**src/rtl/mem_port_arbiter_if.sv**
```systemverilog
// rtl/mem_port_arbiter_if.sv - bundle of requester A/B handshakes and the shared RAM word port
// slave modport  : arbiter side (takes requests, drives acks/rdata/rvalid and the RAM port)
// master modport : requesters + RAM side
//   a_req/a_addr -> a_ack/a_rdata/a_rvalid            requester A (read-only)
//   b_req/b_we/b_be/b_addr/b_wdata -> b_ack/b_rdata/b_rvalid  requester B (load/store)
//   mem_addr/mem_wdata/mem_we -> mem_rdata            RAM port, combinational read

interface mem_port_arbiter_if;
  logic        a_req;
  logic [31:0] a_addr;
  logic        a_ack;
  logic [31:0] a_rdata;
  logic        a_rvalid;

  logic        b_req;
  logic        b_we;
  logic [3:0]  b_be;
  logic [31:0] b_addr;
  logic [31:0] b_wdata;
  logic        b_ack;
  logic [31:0] b_rdata;
  logic        b_rvalid;

  logic [31:0] mem_addr;
  logic [31:0] mem_wdata;
  logic        mem_we;
  logic [31:0] mem_rdata;

  modport slave (
    input  a_req, a_addr,
    input  b_req, b_we, b_be, b_addr, b_wdata,
    input  mem_rdata,
    output a_ack, a_rdata, a_rvalid,
    output b_ack, b_rdata, b_rvalid,
    output mem_addr, mem_wdata, mem_we
  );

  modport master (
    output a_req, a_addr,
    output b_req, b_we, b_be, b_addr, b_wdata,
    output mem_rdata,
    input  a_ack, a_rdata, a_rvalid,
    input  b_ack, b_rdata, b_rvalid,
    input  mem_addr, mem_wdata, mem_we
  );
endinterface

```
**src/rtl/mem_port_arbiter.sv**
```systemverilog
// rtl/mem_port_arbiter.sv - two-requester arbiter for one word-wide RAM port with RMW partial stores
// m_clock : clock, rising edge
// p_reset : asynchronous active-high reset
// bus     : mem_port_arbiter_if.slave (requester A, requester B, RAM port)
// FIXED_PRIO : 0 = round-robin on ties, 1 = A always wins ties

module mem_port_arbiter #(
  parameter int unsigned FIXED_PRIO = 0
) (
  input  logic                  m_clock,
  input  logic                  p_reset,
  mem_port_arbiter_if.slave     bus
);

  typedef enum logic [1:0] {
    IDLE  = 2'd0,
    XFER  = 2'd1,
    WRITE = 2'd2
  } state_t;

  localparam logic OWN_A = 1'b0;
  localparam logic OWN_B = 1'b1;

  state_t      state_q, state_d;
  logic [31:0] addr_q, addr_d;
  logic        we_q, we_d;
  logic [3:0]  be_q, be_d;
  logic [31:0] wdata_q, wdata_d;
  logic        owner_q, owner_d;
  logic        last_grant_q, last_grant_d;
  logic [31:0] old_q, old_d;
  logic [31:0] merged_q, merged_d;
  logic [31:0] a_rdata_q, a_rdata_d;
  logic [31:0] b_rdata_q, b_rdata_d;
  logic        a_rvalid_q, a_rvalid_d;
  logic        b_rvalid_q, b_rvalid_d;

  logic        grant_a, grant_b;
  logic [31:0] mem_addr_c, mem_wdata_c;
  logic        mem_we_c;
  logic [31:0] merge_w;
  logic [31:0] word_addr;

  // Low address bits are dropped here rather than at latch time so the whole
  // request address is carried and only the RAM sees the aligned word address.
  assign word_addr = addr_q & 32'hFFFF_FFFC;

  always_comb begin
    merge_w = '0;
    for (int i = 0; i < 4; i++) begin
      merge_w[8*i +: 8] = be_q[i] ? wdata_q[8*i +: 8] : bus.mem_rdata[8*i +: 8];
    end
  end

  always_comb begin
    state_d      = state_q;
    addr_d       = addr_q;
    we_d         = we_q;
    be_d         = be_q;
    wdata_d      = wdata_q;
    owner_d      = owner_q;
    last_grant_d = last_grant_q;
    old_d        = old_q;
    merged_d     = merged_q;
    a_rdata_d    = a_rdata_q;
    b_rdata_d    = b_rdata_q;
    a_rvalid_d   = 1'b0;
    b_rvalid_d   = 1'b0;
    grant_a      = 1'b0;
    grant_b      = 1'b0;
    mem_addr_c   = 32'h0;
    mem_wdata_c  = 32'h0;
    mem_we_c     = 1'b0;

    case (state_q)
      IDLE: begin
        // On a tie A wins when fixed priority is set or B was served last.
        grant_a = bus.a_req &&
                  (!bus.b_req || (FIXED_PRIO != 0) || (last_grant_q == OWN_B));
        grant_b = bus.b_req && !grant_a;
        if (grant_a) begin
          addr_d       = bus.a_addr;
          we_d         = 1'b0;
          be_d         = 4'h0;
          wdata_d      = 32'h0;
          owner_d      = OWN_A;
          last_grant_d = OWN_A;
          state_d      = XFER;
        end else if (grant_b) begin
          addr_d       = bus.b_addr;
          we_d         = bus.b_we;
          be_d         = bus.b_be;
          wdata_d      = bus.b_wdata;
          owner_d      = OWN_B;
          last_grant_d = OWN_B;
          state_d      = XFER;
        end
      end

      XFER: begin
        mem_addr_c = word_addr;
        if (!we_q || (be_q == 4'h0)) begin
          // Loads, and stores with no lanes enabled, are plain reads.
          if (owner_q == OWN_A) begin
            a_rdata_d  = bus.mem_rdata;
            a_rvalid_d = 1'b1;
          end else begin
            b_rdata_d  = bus.mem_rdata;
            b_rvalid_d = 1'b1;
          end
          state_d = IDLE;
        end else if (be_q == 4'hF) begin
          // Full-word store writes directly; the read in the same cycle
          // still returns the pre-store word.
          mem_we_c    = 1'b1;
          mem_wdata_c = wdata_q;
          b_rdata_d   = bus.mem_rdata;
          b_rvalid_d  = 1'b1;
          state_d     = IDLE;
        end else begin
          // Partial store: keep the old word for b_rdata and write the merge next cycle.
          old_d    = bus.mem_rdata;
          merged_d = merge_w;
          state_d  = WRITE;
        end
      end

      WRITE: begin
        mem_addr_c  = word_addr;
        mem_we_c    = 1'b1;
        mem_wdata_c = merged_q;
        // b_rdata only changes on completion, so the old word is published here.
        b_rdata_d   = old_q;
        b_rvalid_d  = 1'b1;
        state_d     = IDLE;
      end

      default: begin
        state_d = IDLE;
      end
    endcase
  end

  always_ff @(posedge m_clock or posedge p_reset) begin
    if (p_reset) begin
      state_q      <= IDLE;
      addr_q       <= 32'h0;
      we_q         <= 1'b0;
      be_q         <= 4'h0;
      wdata_q      <= 32'h0;
      owner_q      <= OWN_A;
      last_grant_q <= OWN_B;
      old_q        <= 32'h0;
      merged_q     <= 32'h0;
      a_rdata_q    <= 32'h0;
      b_rdata_q    <= 32'h0;
      a_rvalid_q   <= 1'b0;
      b_rvalid_q   <= 1'b0;
    end else begin
      state_q      <= state_d;
      addr_q       <= addr_d;
      we_q         <= we_d;
      be_q         <= be_d;
      wdata_q      <= wdata_d;
      owner_q      <= owner_d;
      last_grant_q <= last_grant_d;
      old_q        <= old_d;
      merged_q     <= merged_d;
      a_rdata_q    <= a_rdata_d;
      b_rdata_q    <= b_rdata_d;
      a_rvalid_q   <= a_rvalid_d;
      b_rvalid_q   <= b_rvalid_d;
    end
  end

  // Acks are combinational from req, so they are masked while reset is held.
  assign bus.a_ack     = grant_a & ~p_reset;
  assign bus.b_ack     = grant_b & ~p_reset;
  assign bus.a_rdata   = a_rdata_q;
  assign bus.a_rvalid  = a_rvalid_q;
  assign bus.b_rdata   = b_rdata_q;
  assign bus.b_rvalid  = b_rvalid_q;
  assign bus.mem_addr  = mem_addr_c;
  assign bus.mem_we    = mem_we_c;
  assign bus.mem_wdata = mem_wdata_c;

endmodule

```
**src/flat_wrapper.sv**
```systemverilog
// flat-port wrapper written by rule: the top's interface ports become plain ports
module mem_port_arbiter_flat 
#(
  parameter int unsigned FIXED_PRIO = 0
)
  (m_clock, p_reset, bus_a_req, bus_a_addr, bus_b_req, bus_b_we, bus_b_be, bus_b_addr, bus_b_wdata, bus_mem_rdata, bus_a_ack, bus_a_rdata, bus_a_rvalid, bus_b_ack, bus_b_rdata, bus_b_rvalid, bus_mem_addr, bus_mem_wdata, bus_mem_we);
  mem_port_arbiter_if bus_i ();
  input  logic m_clock;
  input  logic p_reset;
  input wire logic [$bits(bus_i.a_req)-1:0] bus_a_req;
  input wire logic [$bits(bus_i.a_addr)-1:0] bus_a_addr;
  input wire logic [$bits(bus_i.b_req)-1:0] bus_b_req;
  input wire logic [$bits(bus_i.b_we)-1:0] bus_b_we;
  input wire logic [$bits(bus_i.b_be)-1:0] bus_b_be;
  input wire logic [$bits(bus_i.b_addr)-1:0] bus_b_addr;
  input wire logic [$bits(bus_i.b_wdata)-1:0] bus_b_wdata;
  input wire logic [$bits(bus_i.mem_rdata)-1:0] bus_mem_rdata;
  output wire logic [$bits(bus_i.a_ack)-1:0] bus_a_ack;
  output wire logic [$bits(bus_i.a_rdata)-1:0] bus_a_rdata;
  output wire logic [$bits(bus_i.a_rvalid)-1:0] bus_a_rvalid;
  output wire logic [$bits(bus_i.b_ack)-1:0] bus_b_ack;
  output wire logic [$bits(bus_i.b_rdata)-1:0] bus_b_rdata;
  output wire logic [$bits(bus_i.b_rvalid)-1:0] bus_b_rvalid;
  output wire logic [$bits(bus_i.mem_addr)-1:0] bus_mem_addr;
  output wire logic [$bits(bus_i.mem_wdata)-1:0] bus_mem_wdata;
  output wire logic [$bits(bus_i.mem_we)-1:0] bus_mem_we;
  assign bus_i.a_req = bus_a_req;
  assign bus_i.a_addr = bus_a_addr;
  assign bus_i.b_req = bus_b_req;
  assign bus_i.b_we = bus_b_we;
  assign bus_i.b_be = bus_b_be;
  assign bus_i.b_addr = bus_b_addr;
  assign bus_i.b_wdata = bus_b_wdata;
  assign bus_i.mem_rdata = bus_mem_rdata;
  assign bus_a_ack = bus_i.a_ack;
  assign bus_a_rdata = bus_i.a_rdata;
  assign bus_a_rvalid = bus_i.a_rvalid;
  assign bus_b_ack = bus_i.b_ack;
  assign bus_b_rdata = bus_i.b_rdata;
  assign bus_b_rvalid = bus_i.b_rvalid;
  assign bus_mem_addr = bus_i.mem_addr;
  assign bus_mem_wdata = bus_i.mem_wdata;
  assign bus_mem_we = bus_i.mem_we;
  mem_port_arbiter #(.FIXED_PRIO(FIXED_PRIO)) u_core (.m_clock(m_clock), .p_reset(p_reset), .bus(bus_i));
endmodule
```
**config.mk**
```make
export PLATFORM = sky130hd
export DESIGN_NAME = mem_port_arbiter_flat
export DESIGN_NICKNAME = d
export VERILOG_FILES = /design/src/rtl/mem_port_arbiter_if.sv /design/src/rtl/mem_port_arbiter.sv /design/src/flat_wrapper.sv
export SDC_FILE = /design/constraint.sdc
export NUM_CORES = 1
export LEC_CHECK = 0
export CAP_MARGIN = 5
export CORE_MARGIN = 4
export CORE_UTILIZATION = 48
export CTS_CLUSTER_SIZE = 40
export DETAILED_ROUTE_END_ITERATION = 8
export HOLD_SLACK_MARGIN = 0.03
export PLACE_DENSITY = 0.84
export SLEW_MARGIN = 40
export SYNTH_ARGS = -nofsm -noshare
export SYNTH_HDL_FRONTEND = slang
export SYNTH_SLANG_ARGS = --single-unit
export TNS_END_PERCENT = 30
```
**constraint.sdc**
```tcl
create_clock -name m_clock -period 7 [get_ports m_clock]
set_input_delay 1.05 -clock m_clock [delete_from_list [all_inputs] [get_ports m_clock]]
set_output_delay 1.05 -clock m_clock [all_outputs]
set_load 0.005 [all_outputs]
```
==> results.json, run 1 <==
{
  "outcome": "complete, no violations",
  "min_period_ns": 4.23,
  "clk_pin_slew_ns": 0.06,
  "wire_per_inst_um": 19.5,
  "worstPathArrival_ns": 3.18,
  "cts_sinks": 201,
  "viasPerCell": 5.44,
  "async_reset_ff_share_pct": 100,
  "path_class": "reg -> out",
  "hold_class": "reg -> reg",
  "holdWs_ns": 0.470,
  "finalWirelength_mm": 24.0,
  "drc_errors": 0,
  "rr_worst_depth": 4,
  "setup-violations-final": 0,
  "hold_depth": 2,
  "ys.flop_type": "dfrtp_1",
  "num_antenna_cells": 0,
  "dr.pass1.iters": 5,
  "place.gp.congestion": 0.771,
  "die-width_um": 145,
  "hpwlAfterDp_mm": 15.5,
  "cts_hold_buffers": 0,
  "final_common_cell": "clkdlybuf4s50_1",
  "crit_path_start_kind": "flip-flop",
  "path_max_fanout": 35,
  "antenna_found_initial": 0,
  "grtUsageTotal_pct": 22.1,
  "synth_edf_count": 0,
  "fmax_mhz": 236,
  "cts_tree": "built",
  "cts_buffers": 23,
  "pre_cts_ws_ns": 3.00,
  "ys_types": 32,
  "end_kind": "primary output",
  "cts-resized-gates": 0,
  "tightest_slew_ns": 0.801,
  "ctsHtreeMaxLevel": 1,
  "leakagePower_nw": 5.28,
  "power_density_nw_per_um2": 443,
  "num_vias": 6691,
  "ys_seq_area_share_pct": 55.4,
  "placed_cell_area_um2": 12000,
  "nets": 1119,
  "fp.coreArea_um2": 18600,
  "row_count": 50,
  "fin_tns_setup_ns": 0,
  "fin_ws_ns": 2.77,
  "max_slew_margin_pct": 46.6,
  "fin_area_um2": 12700,
  "overflow": 0,
  "final_max_slew_viol_count": 0,
  "ant_nets": 0,
  "initial_utilization_pct": 48.7,
  "ys_ff_latch": 201,
  "synth.avg_cell_area_um2": 12.3,
  "crit_required_ns": 5.95,
  "clock_latency_ns": 0.49,
  "synth_cells": 738,
  "rsz0062_at_grt": "no",
  "maxCapViolations": 0,
  "finClkSkew_ns": 0.00617,
  "yosysWarnings": 0,
  "ios": 270,
  "most-common-layout-cells": "clkdlybuf4s50_1 (263), dfrtp_1 (200), mux2_2 (98), mux2i_1 (62), a22o_1 (37)",
  "hold_viol_final": 0,
  "fillers": 1384,
  "cts_root_buf": "clkbuf_16",
  "grt_pass1_wl_mm": 38.1,
  "die_area_um2": 21200,
  "synth_area_um2": 9070,
  "drt_iter0_drc": 258,
  "die_h_um": 145,
  "ir_drop_uv": 257,
  "drive_gt1_share_pct": 15.6,
  "cts_buffer_depth": 3,
  "post_cts_buffers": 0,
  "area_delta_synth_final_pct": 39.9,
  "grt_pass1_vias": 6956,
  "grt_max_degree": 127,
  "portBuffers": 263,
  "power_w": 0.00562,
  "period_share_pct": 60.5
}
## flip-flops by register name (all words and copies together), names as in the netlist
signal	count
u_core.wdata_q	32
u_core.bus.a_rvalid	1
u_core.bus.b_rdata	32
u_core.bus.b_rvalid	1
u_core.we_q	1
u_core.merged_q	32
u_core.old_q	32
u_core.bus.a_rdata	32
u_core.be_q	4
u_core.owner_q	1
u_core.addr_q	30
u_core.last_grant_q	1
u_core.state_q	2
## final timing paths
kind / from / endpoint / slack [ns]
max reg2reg: u_core.be_q[3]$_DFFE_PP0P_ / u_core.bus.b_rdata[29]$_DFFE_PP0P_ / 4.03
min in group asynchronous: p_reset / u_core.addr_q[6]$_DFFE_PP0P_ / 1.13
max in group asynchronous: p_reset / u_core.addr_q[28]$_DFFE_PP0P_ / 4.66
min: u_core.addr_q[28]$_DFFE_PP0P_ / u_core.addr_q[28]$_DFFE_PP0P_ / 0.47
max: u_core.state_q[0]$_DFFE_PP0P_ / bus_mem_wdata[31] / 2.77
min reg2reg: u_core.addr_q[28]$_DFFE_PP0P_ / u_core.addr_q[28]$_DFFE_PP0P_ / 0.47
## cell type report
class                      count  area (um^2)  share of cell area, %
clock buffer                  31          626                   4.93
clock inverter                10          108                  0.848
inverter                       6         35.0                  0.276
multi-input combinational    474         3830                   30.2
sequential                   201         5030                   39.6
tap                          234          293                   2.31
timing repair buffer         273         2770                   21.8
## metrics by stage
| step | instances | utilization, % |
|---|---|---|
| floorplan | 739 | - |
| global placement | 1184 | 63.6 |
| detailed placement | 1188 | 64.2 |
| CTS | 1229 | 68.1 |
| global route | 1229 | 68.1 |
| finish | 1229 | 68.1 |
## cell families (layout without fill, tap and decap cells)
kind of cell / Yosys count / after routing / share of synthesized area, %
multiplexers: 190 / 190 / 22.7
AND/OR/NAND/NOR: 136 / 136 / 7.75
other: 1 / 2 / 0.0413
flip-flops: 201 / 201 / 55.4
AO/OA/AOI/OAI: 143 / 143 / 10.5
adder cells (fa/ha/maj): 3 / 3 / 0.414
buffers and inverters: 64 / 320 / 3.10
## worst max-delay path: stages, from the launching register on
cell and delay [ns]:
dfrtp_1 0.38, inv_1 0.14, ha_2 0.73, buf_4 0.53, a22oi_1 0.17, nor2b_1 0.13
clkdlybuf4s50_1 0.56
## synth_stat cells (2+ instances only)
library cell | instances | share of area (%)
and2_1 | 31 | 2.1
buf_4 | 2 | 0.17
o21a_1 | 2 | 0.17
nor2_1 | 34 | 1.4
o21ai_0 | 31 | 1.7
ha_1 | 3 | 0.41
o21ai_1 | 2 | 0.11
a21oi_1 | 34 | 1.9
buf_2 | 9 | 0.50
dfrtp_1 | 200 | 55
inv_1 | 6 | 0.25
a22oi_1 | 32 | 2.6
buf_1 | 4 | 0.17
nand2_1 | 34 | 1.4
clkbuf_1 | 40 | 1.7
mux2i_1 | 62 | 6.8
buf_6 | 3 | 0.37
mux2_2 | 98 | 12
a21o_1 | 2 | 0.17
a22o_1 | 37 | 3.6
mux2_1 | 30 | 3.7
nor2b_1 | 32 | 2.2
## power breakdown
group / internal, W / switching (W) / leakage (nW)
clock network: 0.000702 / 0.000471 / 0.365
logic: 0.00138 / 0.000997 / 2.52
registers: 0.00173 / 0.000340 / 2.39
total: 0.00381 / 0.00181 / 5.28
## per-layer routing
metal / track usage, % / part of all wire (%) / wire length, um
met1: 28.0 / 41 / 9730
met2: 37.9 / 50 / 11900
met3: 5.64 / 7.0 / 1670
met4: 6.22 / 2.7 / 656
met5: 0 / 0 / 0
Note: power is estimated with default switching activity, not from simulation.
==> run 2: changes to the inputs <==
- clock period: 7 -> 4.15 ns (I/O delays scaled with it)
==> results.json, run 2 (synthesis results as in run 1) <==
{
  "grt_pass1_wl_mm": 38.1,
  "area_delta_synth_final_pct": 41.2,
  "fin_util_pct": 68.7,
  "cts-resized-gates": 0,
  "crit_path_top_delay_cell": "dfrtp_1",
  "power_density_nw_per_um2": 756,
  "cts_tree": "built",
  "dr.pass1.iters": 5,
  "finalWirelength_mm": 23.8,
  "hpwlAfterDp_mm": 15.9,
  "internal_power_w": 0.00666,
  "cts_buffers": 23,
  "row_count": 50,
  "worstHoldEndpoint": "u_core.addr_q[28]$_DFFE_PP0P_",
  "multiInputGateArea_um2": 3820,
  "cts_sinks": 201,
  "tightest_slew_ns": 0.677,
  "setup-violations-final": 0,
  "fmax_mhz": 270,
  "cts_root_buf": "clkbuf_16",
  "path_depth": 6,
  "num_antenna_cells": 0,
  "post_cts_buffers": 0,
  "power_w": 0.00969,
  "cts_hold_buffers": 0,
  "worstPathArrival_ns": 3.08,
  "switching_power_w": 0.00303,
  "sw_frac_of_total_pct": 31.3,
  "rr_startpoint": "u_core.be_q[2]$_DFFE_PP0P_",
  "critPathBufInv": 2,
  "hold_depth": 2,
  "drive_gt1_share_pct": 15.9,
  "ant_nets": 0,
  "num_vias": 6723,
  "grtUsageTotal_pct": 21.9,
  "outcome": "complete, no violations",
  "die_area_um2": 21200,
  "ir_drop_uv": 476,
  "leakagePower_nw": 5.34,
  "max_slew_margin_pct": 54.9,
  "hold_class": "reg -> reg",
  "reg2reg_slack_ns": 1.22,
  "antenna_found_initial": 0,
  "overflow": 0,
  "die_h_um": 145,
  "ctsHtreeMaxLevel": 1,
  "finClkSkew_ns": 0.0196,
  "clk_pin_slew_ns": 0.06,
  "wire_per_inst_um": 19.3,
  "crit_chain": "nand4_1 > nor2_4 > buf_4 > a22oi_1 > nor2b_1 > clkdlybuf4s50_1",
  "initial_utilization_pct": 48.7,
  "critical_path.max_stage_delay_ns": 0.74,
  "ff_latch_area_um2": 5030,
  "most-common-layout-cells": "clkdlybuf4s50_1 (263), dfrtp_1 (200), mux2_2 (98), mux2i_1 (62), a22o_1 (37)",
  "min_period_ns": 3.71,
  "final_common_cell": "clkdlybuf4s50_1",
  "portBuffers": 263,
  "cts_buffer_depth": 3,
  "power_frac_seq_pct": 36.0,
  "drc_errors": 0,
  "combinationalPowerShare_pct": 40.8,
  "fin_area_um2": 12800,
  "period_share_pct": 89.3,
  "final_max_slew_viol_count": 0,
  "drt_iter0_drc": 326,
  "place.gp.congestion": 0.760,
  "crit_path_start_kind": "flip-flop",
  "end_kind": "primary output",
  "path_delay_family": "buffers and inverters",
  "path_max_fanout": 30,
  "path_class": "reg -> out",
  "rr_worst_depth": 4,
  "placed_cell_area_um2": 12000,
  "grt_pass1_vias": 7123,
  "die-width_um": 145,
  "ios": 270,
  "fillers": 1391,
  "grt_max_degree": 80,
  "clkPwrFrac_pct": 23.1,
  "maxCapViolations": 0,
  "hold_viol_final": 0,
  "timing.rr.end": "u_core.bus.b_rdata[15]$_DFFE_PP0P_",
  "clock_latency_ns": 0.51,
  "nets": 1122,
  "rsz0062_at_grt": "no",
  "crit_required_ns": 3.53,
  "fp.coreArea_um2": 18600,
  "viasPerCell": 5.45,
  "min_from": "u_core.addr_q[28]$_DFFE_PP0P_"
}
run 2: through the flow:
stage / setup TNS [ns] / instances / worst slack [ns] / hold WS [ns]
finish: 0 / 1233 / 0.443 / 0.468
global route: 0 / 1233 / 0.225 / 0.492
CTS: 0 / 1233 / 0.415 / 0.475
detailed placement: 0 / 1191 / 0.966 / 0.463
global placement: 0 / 1189 / 0.979 / 0.453
floorplan: -0.485 / 739 / -0.485 / 0.442
run 2: area by class of cell:
cell class                 count  area share (%)
clock buffer                  32            4.99
sequential                   201            39.3
inverter                       6           0.205
clock inverter                10            1.62
timing repair buffer         276            21.8
multi-input combinational    474            29.8
tap                          234            2.28
run 2: routing by layer:
layer / GRT usage [%] / wire length (um) / up-vias
met1: 27.1 / 9460 / 3340
li1: - / - / 3107
met5: 0 / 0 / -
met2: 38.2 / 11900 / 234
met4: 6.27 / 518 / 0
met3: 5.82 / 1880 / 42
run 2: power by group through the flow:
| stage | Clock (W) | Combinational (W) | Sequential [W] |
|---|---|---|---|
| after floorplan | 0 | 0.00230 | 0.00335 |
| after global placement | 0 | 0.00389 | 0.00344 |
| after detailed placement | 0 | 0.00399 | 0.00351 |
| after CTS | 0.00228 | 0.00403 | 0.00348 |
| after global routing | 0.00238 | 0.00430 | 0.00361 |
| final | 0.00224 | 0.00396 | 0.00349 |
run 2: worst max path at each step:
stage | start | end | slack (ns)
2_1_floorplan | p_reset | bus_b_ack | -0.49
3_3_place_gp | u_core.be_q[2]$_DFFE_PP0P_ | bus_mem_wdata[27] | 0.98
3_5_place_dp | u_core.be_q[2]$_DFFE_PP0P_ | bus_mem_wdata[27] | 0.97
4_1_cts | u_core.be_q[2]$_DFFE_PP0P_ | bus_mem_wdata[27] | 0.41
5_1_grt | u_core.be_q[3]$_DFFE_PP0P_ | bus_mem_wdata[30] | 0.23
6_report | u_core.be_q[2]$_DFFE_PP0P_ | bus_mem_wdata[27] | 0.44
run 2: worst register-to-register path, stage by stage, from the launching register on:
cell and delay [ns]:
dfrtp_1 0.61, or4_4 0.65, a211o_4 0.58, nand3b_4 0.57
mux2_1 0.41
==> run 3: changes to the inputs <==
--- a/constraint.sdc
+++ b/constraint.sdc
@@ -3,2 +3,2 @@
 set_output_delay 0.6225 -clock m_clock [all_outputs]
-set_load 0.005 [all_outputs]
+set_load 0.1 [all_outputs]
==> results.json, run 3 (synthesis results as in run 1) <==
{
  "hold_depth": 2,
  "most-common-layout-cells": "dfrtp_1 (200), clkdlybuf4s50_1 (132), mux2_2 (98), buf_4 (70), buf_2 (66)",
  "crit_path_start": "u_core.be_q[3]$_DFFE_PP0P_",
  "drt_iter0_drc": 361,
  "hpwlAfterDp_mm": 15.5,
  "period_share_pct": 86.3,
  "drc_errors": 0,
  "end_kind": "primary output",
  "cts_tree": "built",
  "portBuffers": 263,
  "reg2reg_slack_ns": 1.17,
  "area_delta_synth_final_pct": 35.1,
  "rsz0062_at_grt": "no",
  "path_max_fanout": 13,
  "min_from": "u_core.addr_q[14]$_DFFE_PP0P_",
  "grt_pass1_wl_mm": 38.6,
  "hold_viol_final": 0,
  "viasPerCell": 5.46,
  "cts_sinks": 201,
  "fp.coreArea_um2": 18600,
  "num_vias": 6705,
  "maxCapViolations": 0,
  "grt_max_degree": 102,
  "die_area_um2": 21200,
  "timing.rr.end": "u_core.bus.b_rdata[30]$_DFFE_PP0P_",
  "fmax_mhz": 279,
  "crit_path_start_kind": "flip-flop",
  "die_h_um": 145,
  "cts_hold_buffers": 0,
  "fin_tns_setup_ns": 0,
  "antenna_found_initial": 1,
  "post_cts_buffers": 0,
  "min_period_ns": 3.58,
  "dr.pass1.iters": 4,
  "initial_utilization_pct": 48.7,
  "cts_root_buf": "clkbuf_16",
  "grt_pass1_vias": 7007,
  "die-width_um": 145,
  "final_max_slew_viol_count": 0,
  "cts_buffers": 22,
  "cts_buffer_depth": 3,
  "fillers": 1421,
  "tightest_slew_ns": 0.704,
  "ios": 270,
  "ant_nets": 0,
  "worstHoldEndpoint": "u_core.addr_q[14]$_DFFE_PP0P_",
  "rr_startpoint": "u_core.be_q[3]$_DFFE_PP0P_",
  "ctsHtreeMaxLevel": 1,
  "finalWirelength_mm": 23.7,
  "finalNonFillerCells": 1228,
  "clock_latency_ns": 0.49,
  "placedCellCount": 1189,
  "crit_required_ns": 3.53,
  "max_slew_margin_pct": 53.1,
  "nets": 1119,
  "row_count": 50,
  "place.gp.congestion": 0.753,
  "drive_gt1_share_pct": 29.0,
  "cts-resized-gates": 0,
  "finClkSkew_ns": 0.0109,
  "setup-violations-final": 0,
  "clk_pin_slew_ns": 0.06,
  "wire_per_inst_um": 19.3,
  "path_class": "reg -> out",
  "overflow": 0,
  "rr_worst_depth": 4,
  "outcome": "complete, no violations",
  "grtUsageTotal_pct": 22.1,
  "num_antenna_cells": 0,
  "final_common_cell": "dfrtp_1",
  "hold_class": "reg -> reg",
  "worstPathArrival_ns": 2.96
}
==> run 3: metal layers <==
layer / GRT usage [%] / wire length, um
met4: 5.56 / 577
met5: 0 / 8
met2: 37.9 / 11900
met3: 5.67 / 1550
met1: 28.3 / 9700
==> run 3: layout make-up <==
cell class                 count  area (um^2)  area share (%)
clock buffer                  29          628            5.12
multi-input combinational    474         3820            31.2
inverter                       6         26.3           0.214
sequential                   201         5030            41.0
tap                          234          293            2.39
timing repair buffer         274         2300            18.8
clock inverter                10          155            1.27
==> run 3: worst max-delay path by stage <==
stage	depth (start not counted)	end	slack (ns)
3_3_place_gp	4	u_core.bus.b_rdata[19]$_DFFE_PP0P_	0.99
6_report	6	bus_mem_wdata[21]	0.57
2_1_floorplan	2	bus_b_ack	-0.87
5_1_grt	6	bus_mem_wdata[21]	0.38
3_5_place_dp	6	bus_mem_wdata[21]	1.08
4_1_cts	6	bus_mem_wdata[21]	0.53
==> run 3: per-stage QoR <==
stage | utilization (%) | hold slack [ns] | setup WS, ns | area, um^2
6_report | 65.8 | 0.472 | 0.569 | 12300
3_3_place_gp | 63.0 | 0.454 | 0.987 | 11700
4_1_cts | 65.8 | 0.477 | 0.532 | 12300
2_1_floorplan | - | 0.442 | -0.873 | 9080
3_5_place_dp | 61.6 | 0.464 | 1.08 | 11500
5_1_grt | 65.8 | 0.499 | 0.385 | 12300
==> run 3: critical path, cell delays in order, from the launching register on <==
cell,delay [ns]
dfrtp_1,0.77
nand4_1,0.35
nor2_4,0.48
buf_4,0.31
a22oi_1,0.09
nor2b_1,0.16
buf_4,0.31
Power of run 3 is not shown: default switching activity piles up to over one toggle a cycle in this logic, so the estimate is an artifact.
